File: config.mk
export PLATFORM = sky130hd
export DESIGN_NAME = amiga_clk_en_gen
export DESIGN_NICKNAME = d
export VERILOG_FILES = /design/src/rtl/amiga_clk_pkg.sv /design/src/rtl/amiga_clk_en_gen.sv
export SDC_FILE = /design/constraint.sdc
export NUM_CORES = 1
export LEC_CHECK = 0
export CORE_AREA = 2 2 39 41
export CTS_CLUSTER_SIZE = 25
export DETAILED_ROUTE_END_ITERATION = 8
export DIE_AREA = 0 0 41 43
export DONT_BUFFER_PORTS = 1
export GPL_ROUTABILITY_DRIVEN = 0
export PLACE_DENSITY_LB_ADDON = 0.08
export SKIP_LAST_GASP = 1
export SLEW_MARGIN = 40
export SYNTH_ARGS = -nofsm -noshare
export SYNTH_HDL_FRONTEND = slang
export SYNTH_SLANG_ARGS = --single-unit
File: constraint.sdc
create_clock -name clk -period 1.9 [get_ports clk]
set_input_delay 0.38 -clock clk [delete_from_list [all_inputs] [get_ports clk]]
set_output_delay 0.38 -clock clk [all_outputs]
set_load 0.02 [all_outputs]
File: src/rtl/amiga_clk_pkg.sv
// Shared constants for the Amiga chipset timing-enable generator.
package amiga_clk_pkg;

  localparam int unsigned DIV_28M   = 4;
  localparam int unsigned DIV_114M  = 16;
  localparam int unsigned E_DIV_PAL = 10;

  // Bits needed to hold values 0..v-1; callers guarantee v >= 2.
  function automatic int unsigned clog2(input int unsigned v);
    int unsigned r;
    int unsigned x;
    r = 0;
    x = 1;
    while (x < v) begin
      x = x << 1;
      r = r + 1;
    end
    return r;
  endfunction

endpackage

File: src/rtl/amiga_clk_en_gen.sv
// Amiga chipset timing enables (7MHz, c1/c3, CCK, E phases) from one fast clock,
// with PLL-lock hold, 7MHz cycle stretch and E-clock resync.
module amiga_clk_en_gen
  import amiga_clk_pkg::*;
#(
  parameter int unsigned DIV   = DIV_28M,
  parameter int unsigned E_DIV = E_DIV_PAL
) (
  input  logic             clk,
  input  logic             rst,
  input  logic             locked,
  input  logic             stall,
  input  logic             e_sync,
  output logic             clk7,
  output logic             clk7_en,
  output logic             clk7n_en,
  output logic             c1,
  output logic             c3,
  output logic             cck,
  output logic [E_DIV-1:0] eclk,
  output logic             e_en
);

  localparam int unsigned PHW = clog2(DIV);
  localparam int unsigned EW  = clog2(E_DIV);

  localparam logic [PHW-1:0] PH_LAST = PHW'(DIV - 1);
  localparam logic [PHW-1:0] PH_MID  = PHW'(DIV / 2 - 1);
  localparam logic [PHW-1:0] PH_HALF = PHW'(DIV / 2);
  localparam logic [PHW-1:0] PH_Q1   = PHW'(DIV / 4);
  localparam logic [PHW-1:0] PH_Q3   = PHW'(3 * DIV / 4);
  localparam logic [EW-1:0]  E_LAST  = EW'(E_DIV - 1);

  logic [PHW-1:0] ph;
  logic [EW-1:0]  e_cnt;
  logic           run;

  assign run = locked & ~rst;

  // Phase and E counters; both wrap by compare so non-power-of-two dividers work.
  always_ff @(posedge clk or posedge rst) begin
    if (rst) begin
      ph    <= '0;
      e_cnt <= '0;
    end else if (!locked) begin
      ph    <= '0;
      e_cnt <= '0;
    end else begin
      if (ph != PH_LAST) begin
        ph <= ph + PHW'(1);
      end else if (!stall) begin
        ph <= '0;
      end
      if (clk7_en) begin
        if (e_sync || (e_cnt == E_LAST)) begin
          e_cnt <= '0;
        end else begin
          e_cnt <= e_cnt + EW'(1);
        end
      end
    end
  end

  assign clk7_en  = run & (ph == PH_LAST) & ~stall;
  assign clk7n_en = run & (ph == PH_MID);
  assign clk7     = (ph < PH_HALF);
  assign c1       = clk7;
  assign c3       = (ph >= PH_Q1) & (ph < PH_Q3);
  assign cck      = ~e_cnt[0];
  assign e_en     = clk7_en & ((e_cnt == E_LAST) | e_sync);

  // One-hot E phase decode.
  always_comb begin
    eclk = '0;
    for (int unsigned i = 0; i < E_DIV; i++) begin
      eclk[i] = (e_cnt == EW'(i));
    end
  end

endmodule

* Word-level counts from Yosys, hierarchy flattened *
Index checks and enable logic that the tools add are counted.

word-level totals
  input port bits = 5
  register bits after elaboration = 6
  logic and storage cells = 39

operators by class
  add/subtract/negate cells = 2
  $lt $le $gt $ge = 3
  mux-type cells = 6
  equal/unequal tests = 14
  reductions and logical operators = 2
  bitwise gates (word level) = 10

operators by type and width
  operator                                                                  number
  4-bit by 3-bit == test with 1-bit output (second input constant)          4
  4-bit two-way mux                                                         3
  4-bit by 2-bit == test with 1-bit output (second input constant)          2
  4-bit == test (second input constant)                                     2
  1-bit bitwise AND                                                         6
  2-bit two-way mux                                                         3
  4-bit by 1-bit adder with 4-bit output (second input constant)            1
  4-bit by 1-bit == test with 1-bit output (second input constant)          1
  4-bit logical NOT                                                         1
  2-bit < comparator (second input constant)                                2
  3-bit by 2-bit inequality test with 1-bit output (second input constant)  1
  1-bit NOT                                                                 3
  2-bit by 1-bit adder with 2-bit output (second input constant)            1
  2-bit by 1-bit == test with 1-bit output (second input constant)          1
  2-bit == test (second input constant)                                     1
  2-bit by 1-bit >= comparator with 1-bit output (second input constant)    1
  2-bit by 1-bit inequality test with 1-bit output (second input constant)  1
  2-bit inequality test (second input constant)                             1
  1-bit logical OR                                                          1
  1-bit bitwise OR                                                          1

* Depth between registers and ports, before layout *
Gate-level depths: netlist of run 1.

  word-level depth = 6
  gate-level depth with buffers = 6
  mapped depth without buffers = 5

* Least setup slack after synthesis of run 1 *
Ideal clock, no wire load.

  path kind = register to output
  start = reg e_cnt[1]
  end = out e_en
  arrival time = 1244 ps
  cell stages (with the launch flop) = 7
  slack = 276 ps
  required time = 1520 ps
  path through = dfrtp_1 > inv_1 > ha_1 > and3b_1 > buf_6 > nor2_1 > nor2_1

between the ends
  word-level cells in the longest chain between the ends = 3

RTL lines
  what                    RTL line                source
  start, declared         amiga_clk_en_gen.sv:35  logic [EW-1:0] e_cnt;
  start signal, assigned  amiga_clk_en_gen.sv:58  e_cnt <= e_cnt + EW'(1);
  4-bit == test           n/a
  named net eclk[9]       amiga_clk_en_gen.sv:20  output logic [E_DIV-1:0] eclk,
  1-bit bitwise OR        amiga_clk_en_gen.sv:70  assign e_en = clk7_en & ((e_cnt == E_LAST) | e_sync);
  1-bit bitwise AND       amiga_clk_en_gen.sv:70
  end, declared           amiga_clk_en_gen.sv:21  output logic e_en

The timed path passes the listed nets, and every way through them passes these cells.

* Worst setup path after layout of run 1 *
  start = in rst
  end = out clk7n_en

between the ends
  word-level cells in the longest chain between the ends = 3

RTL lines
  what               RTL line                source
  start, declared    amiga_clk_en_gen.sv:10  input logic rst,
  1-bit NOT          amiga_clk_en_gen.sv:38  assign run = locked & ~rst;
  1-bit bitwise AND  amiga_clk_en_gen.sv:38
  1-bit bitwise AND  amiga_clk_en_gen.sv:65  assign clk7n_en = run & (ph == PH_MID);
  end, declared      amiga_clk_en_gen.sv:16  output logic clk7n_en,

Every way passes these cells.

==> results of run 1 <==
## stage by stage
stage	std cells	setup slack [ns]	util	total power [mW]	cell area [sq um]
after floorplan	59	0.276	-	0.197	520
after CTS	80	0.00666	0.419	0.323	579
after global routing	83	0.00680	0.439	0.342	608
final	83	0.0712	0.439	0.315	608
after detailed placement	76	0.210	0.395	0.204	547
after global placement	76	0.189	0.395	0.204	547
## critical path, stage by stage
cell and delay [ns]:
dlygate4sd3_1 0.53, inv_1 0.21, and3_1 0.32
## cells in the mapped netlist
cell type  instances  area, sq um
o21a_1             1         7.51
nand3_1            1         5.00
buf_6              1         11.3
and2_1             9         56.3
nor4b_1            1         8.76
or4_1              1         7.51
nor4_1             2         12.5
inv_2              1         3.75
ha_1               6         75.1
a211o_1            1         8.76
and3b_2            1         10.0
nand2_1            3         11.3
nand2b_2           1         8.76
inv_1              5         18.8
o211a_1            1         10.0
nor2_1             5         18.8
or4b_1             1         10.0
and3b_1            1         8.76
dfrtp_1            6          150
and3_2             1         7.51
buf_4              1         7.51
nand4bb_1          1         11.3
a21boi_1           2         15.0
nor2b_2            1         8.76
and3_1             2         12.5
o21ai_0            2         10.0
buf_2              1         5.00
## final cells by class
cell class                      instances  area share
Tap cell                               16      0.0329
Multi-Input combinational cell         44       0.543
Sequential cell                         6       0.247
Timing Repair Buffer                    8       0.103
Inverter                                6      0.0370
Clock buffer                            3      0.0370
## state kept, by name, summed over array words and instances, names as in the netlist
signal and count:
ph 2, e_cnt 4
## layer usage
layer  GRT usage  up-vias
li1            -      219
met2       0.203       18
met4       0.120        0
met5           0        -
met3      0.0209        2
met1       0.139      194
## power by group through the flow
stage | Combinational [mW] | Clock, mW | Sequential, mW
after floorplan | 0.0557 | 0 | 0.141
after global placement | 0.0611 | 0 | 0.143
after detailed placement | 0.0614 | 0 | 0.143
after CTS | 0.0631 | 0.119 | 0.141
after global routing | 0.0714 | 0.128 | 0.142
final | 0.0628 | 0.111 | 0.141
## placed cells by master, fill, tap and decap left out, types with 2 or more instances in the layout
cell,instances
and2_1,9
buf_4,7
ha_1,6
dfrtp_1,6
nor2_1,5
inv_1,5
nand2_1,3
clkbuf_4,3
and3b_2,2
nor4_1,2
and3_1,2
o21ai_0,2
a21boi_1,2
## timing repair
action	4_1_cts	5_1_grt
hold endpoints to repair	6	0
resized for setup	0	2
endpoints found under the setup margin	0	2
setup buffers	0	3
hold buffers	1	0
## cell families after synthesis
family                   after synthesis
AO/OA/AOI/OAI                          7
flip-flops                             6
AND/OR/NAND/NOR                       31
adder cells (fa/ha/maj)                6
buffers and inverters                  9
## worst max path at each step
stage / start / endpoint / slack [ns]
global route: rst / clk7n_en / 0.007
detailed placement: ph[0] / e_cnt[1] / 0.21
finish: rst / clk7n_en / 0.07
global placement: ph[0] / e_cnt[1] / 0.19
CTS: ph[0] / clk7_en / 0.007
floorplan: e_cnt[1] / e_en / 0.28
==> results.toml, run 1 <==
[clocking]
root_buffer = "clkbuf_4"
clock_latency_ns = 0.24
clockBufferDepth = 2
htree_levels = 1
cts.sinks = 6
numCtsBuffers = 3
cts_tree = "built"
path_clk_slew_ns = 0.04

[global_route]
grt_max_degree = 10
grt_pass1_wl_um = 1480
grt_pass1_vias = 357
grt_antenna_before_repair = 0
grt_usage = 0.131
grt-ovfl-total = 0

[synthesis]
synth.area.mux_share = 0
ys_seq_area_frac = 0.288
ys_types = 27
synth_top_family_by_area = "simple AND/OR/NAND/NOR gates"
yosysWarnings = 0
syn_inst = 59
synthAdderAreaFrac = 0.144
avgSynthCellArea_sq_um = 8.82
synth_simple_gate_area_share = 0.380
syn_area_sq_um = 520
synth_compound_area_frac = 0.0986
synthXorXnorAreaFrac = 0
synth_nets = 70
ys_ff_latch = 6

[layout]
insertedDiodeCount = 0
multi_input_area_sq_um = 330
drive_gt1_frac = 0.254
num-fill-cells = 154
seqCellArea_sq_um = 150
final_nets = 80
syn2layout_area_growth_pct = 16.8

[setup_path]
ff2ff_path_depth = 5
rr_startpoint = "e_cnt[0]"
worst-setup-path-type = "in -> out"
reg2reg_to = "e_cnt[1]"
r2r_setup_slack_ns = 0.17
worstPathMaxFanout = 7
start_kind = "primary input"
crit_required_ns = 1.52
arrival_ns = 1.45
cp-end-kind = "primary output"

[sta]
worst_slew_pin_slew_ns = 0.278
hold_viol = 0
drv_slew = 0
finalSetupViolCount = 0
slew_headroom = 0.813
tns_ns = 0
post-route-period-util = 0.963
rsz0062_at_grt = "no"
fin_crit_ns = 1.83
fin_skew_ns = 0.00405
holdWs_ns = 0.262
fmax_mhz = 547

[route]
vias = 433
first_iter_violations = 0
top_layer = "met4"
wl_um = 982
met3WireLength_um = 72
avgViaCountPerCell = 5.22
drc_errors = 0
wl_met1_um = 401
wl_met2_um = 499
wl_per_cell_um = 11.8
drt_pass1_iterations = 1
antenna_left = 0

[hold_path]
hold_path_startpoint = "locked"
min_to = "e_cnt[0]"
hp-class = "in -> reg"
worstHoldPathCells = 1

[die]
core_area_sq_um = 1380
ios = 22
core.rowCount = 14
dieArea_sq_um = 1760
die_y_um = 43
die_w_um = 41
floorplan.initialDensity = 0.376

[power_and_ir_drop]
clkPwrFrac = 0.354
p_int_mw = 0.228
power_frac_seq = 0.447
power.density_nw_per_um2 = 518
p_comb_frac = 0.199
switching_share = 0.277
p_switching_mw = 0.0871
vdd_drop_max_v = 0.000338
p_leak_nw = 0.317

[place]
hpwl_um = 804
portBuffers = 0

[run]
cap_violations = 0

[run_status]
outcome = "completed"
Power figures use the tool's default switching activity.
==> run 2, diff against run 1 <==
GPL_TIMING_DRIVEN = 0   (was unset)
==> results.toml, run 2 (same netlist as run 1, synthesis figures left out) <==
[sta]
finalSetupViolCount = 0
slew_headroom = 0.830
fin_ws_ns = 0.0755
hold_viol = 0
rsz0062_at_grt = "no"
drv_slew = 0
fin_crit_ns = 1.82
fmax_mhz = 548
tns_ns = 0
post-route-period-util = 0.960
worst_slew_pin_slew_ns = 0.252
fin_skew_ns = 0.00304

[setup_path]
rr_startpoint = "e_cnt[0]"
arrival_ns = 1.44
cp-end-kind = "primary output"
start_kind = "primary input"
reg2reg_to = "e_cnt[1]"
crit_end = "clk7n_en"
ff2ff_path_depth = 5
worstPathMaxFanout = 7
startpoint = "rst"
r2r_setup_slack_ns = 0.26
crit_required_ns = 1.52
worst-setup-path-type = "in -> out"

[die]
die_w_um = 41
die_y_um = 43
core_area_sq_um = 1380
core.rowCount = 14
floorplan.initialDensity = 0.376
ios = 22
dieArea_sq_um = 1760

[run_status]
outcome = "completed"

[route]
antenna_left = 0
first_iter_violations = 1
wl_um = 1000
drc_errors = 0
avgViaCountPerCell = 5.26
wl_per_cell_um = 12.6
drt_pass1_iterations = 2
vias = 421

[power_and_ir_drop]
power.density_nw_per_um2 = 529
p_leak_nw = 0.297
power_frac_seq = 0.446
p_int_mw = 0.227
total_power_mw = 0.316
p_switching_mw = 0.0889
clkPwrFrac = 0.358
p_comb_frac = 0.196
vdd_drop_max_v = 0.000299
switching_share = 0.281

[clocking]
cts.sinks = 6
numCtsBuffers = 3
path_clk_slew_ns = 0.04
htree_levels = 1
root_buffer = "clkbuf_4"
clock_latency_ns = 0.24
cts_tree = "built"
clockBufferDepth = 2

[place]
dp.cells = 75
dpl_worst_slack_ns = 0.160
portBuffers = 0
hpwl_um = 787

[global_route]
grt_max_degree = 11
grt_pass1_wl_um = 1640
grt_pass1_vias = 387
grt-ovfl-total = 0
grt_usage = 0.141
grt_antenna_before_repair = 0

[layout]
final_nets = 77
regMostFlops = "e_cnt"
most-common-layout-cells = "9 x and2_1, 5 x ha_1, 5 x dfrtp_1"
syn2layout_area_growth_pct = 14.7
largest_register_ffs = 4
insertedDiodeCount = 0
drive_gt1_frac = 0.250
final_core_util = 0.431
instances_no_fill = 80
largest_registers = "e_cnt: 4 flops, ph: 2 flops"
final_common_cell = "and2_1"

[hold_path]
hp-class = "in -> reg"

[run]
cap_violations = 0
==> run 2: layout make-up <==
cell class / count / area, sq um
Buffer: 3 / 23.8
Clock buffer: 3 / 22.5
Fill cell: 151 / 787
Inverter: 6 / 22.5
Multi-Input combinational cell: 44 / 339
Sequential cell: 6 / 151
Tap cell: 16 / 20.0
Timing Repair Buffer: 2 / 17.5
==> run 2: power groups by stage <==
stage               combinational, mW  clock, mW  sequential, mW
CTS                            0.0629      0.123           0.141
finish                         0.0619      0.113           0.141
global placement               0.0607          0           0.143
global route                   0.0709      0.128           0.143
floorplan                      0.0557          0           0.141
detailed placement             0.0608          0           0.143
==> run 2: stage by stage <==
| stage | hold slack, ns | area [sq um] |
|---|---|---|
| 3_3_place_gp | 0.215 | 541 |
| 2_1_floorplan | 0.177 | 520 |
| 4_1_cts | 0.251 | 583 |
| 5_1_grt | 0.252 | 597 |
| 3_5_place_dp | 0.210 | 541 |
| 6_report | 0.264 | 597 |
==> run 2: routing by layer <==
layer  share of wire  vias up  global-route usage
met5               0        -                   0
met4           0.010        0               0.120
met3           0.056        2              0.0209
met2            0.50       18               0.203
met1            0.44      188               0.171
li1                -      213                   -
==> run 2: repair_timing <==
action                                  4_1_cts  5_1_grt
endpoints found under the setup margin        1        1
hold buffers                                  1        0
gates cloned                                  0        0
buffers inserted                              1        0
resized for setup                             1        4
endpoints found under the hold margin         6        0
pin swaps                                     1        1
==> run 2: worst min-delay path by stage <==
stage	to	from	cells after the start
2_1_floorplan	e_cnt[0]	rst	1
3_3_place_gp	ph[0]	rst	1
3_5_place_dp	ph[0]	rst	1
4_1_cts	ph[1]	locked	1
5_1_grt	ph[1]	locked	1
6_report	e_cnt[0]	locked	1
==> run 2: critical path, stage by stage <==
cell           delay [ns]
dlygate4sd3_1        0.54
inv_1                0.20
and3_1               0.32
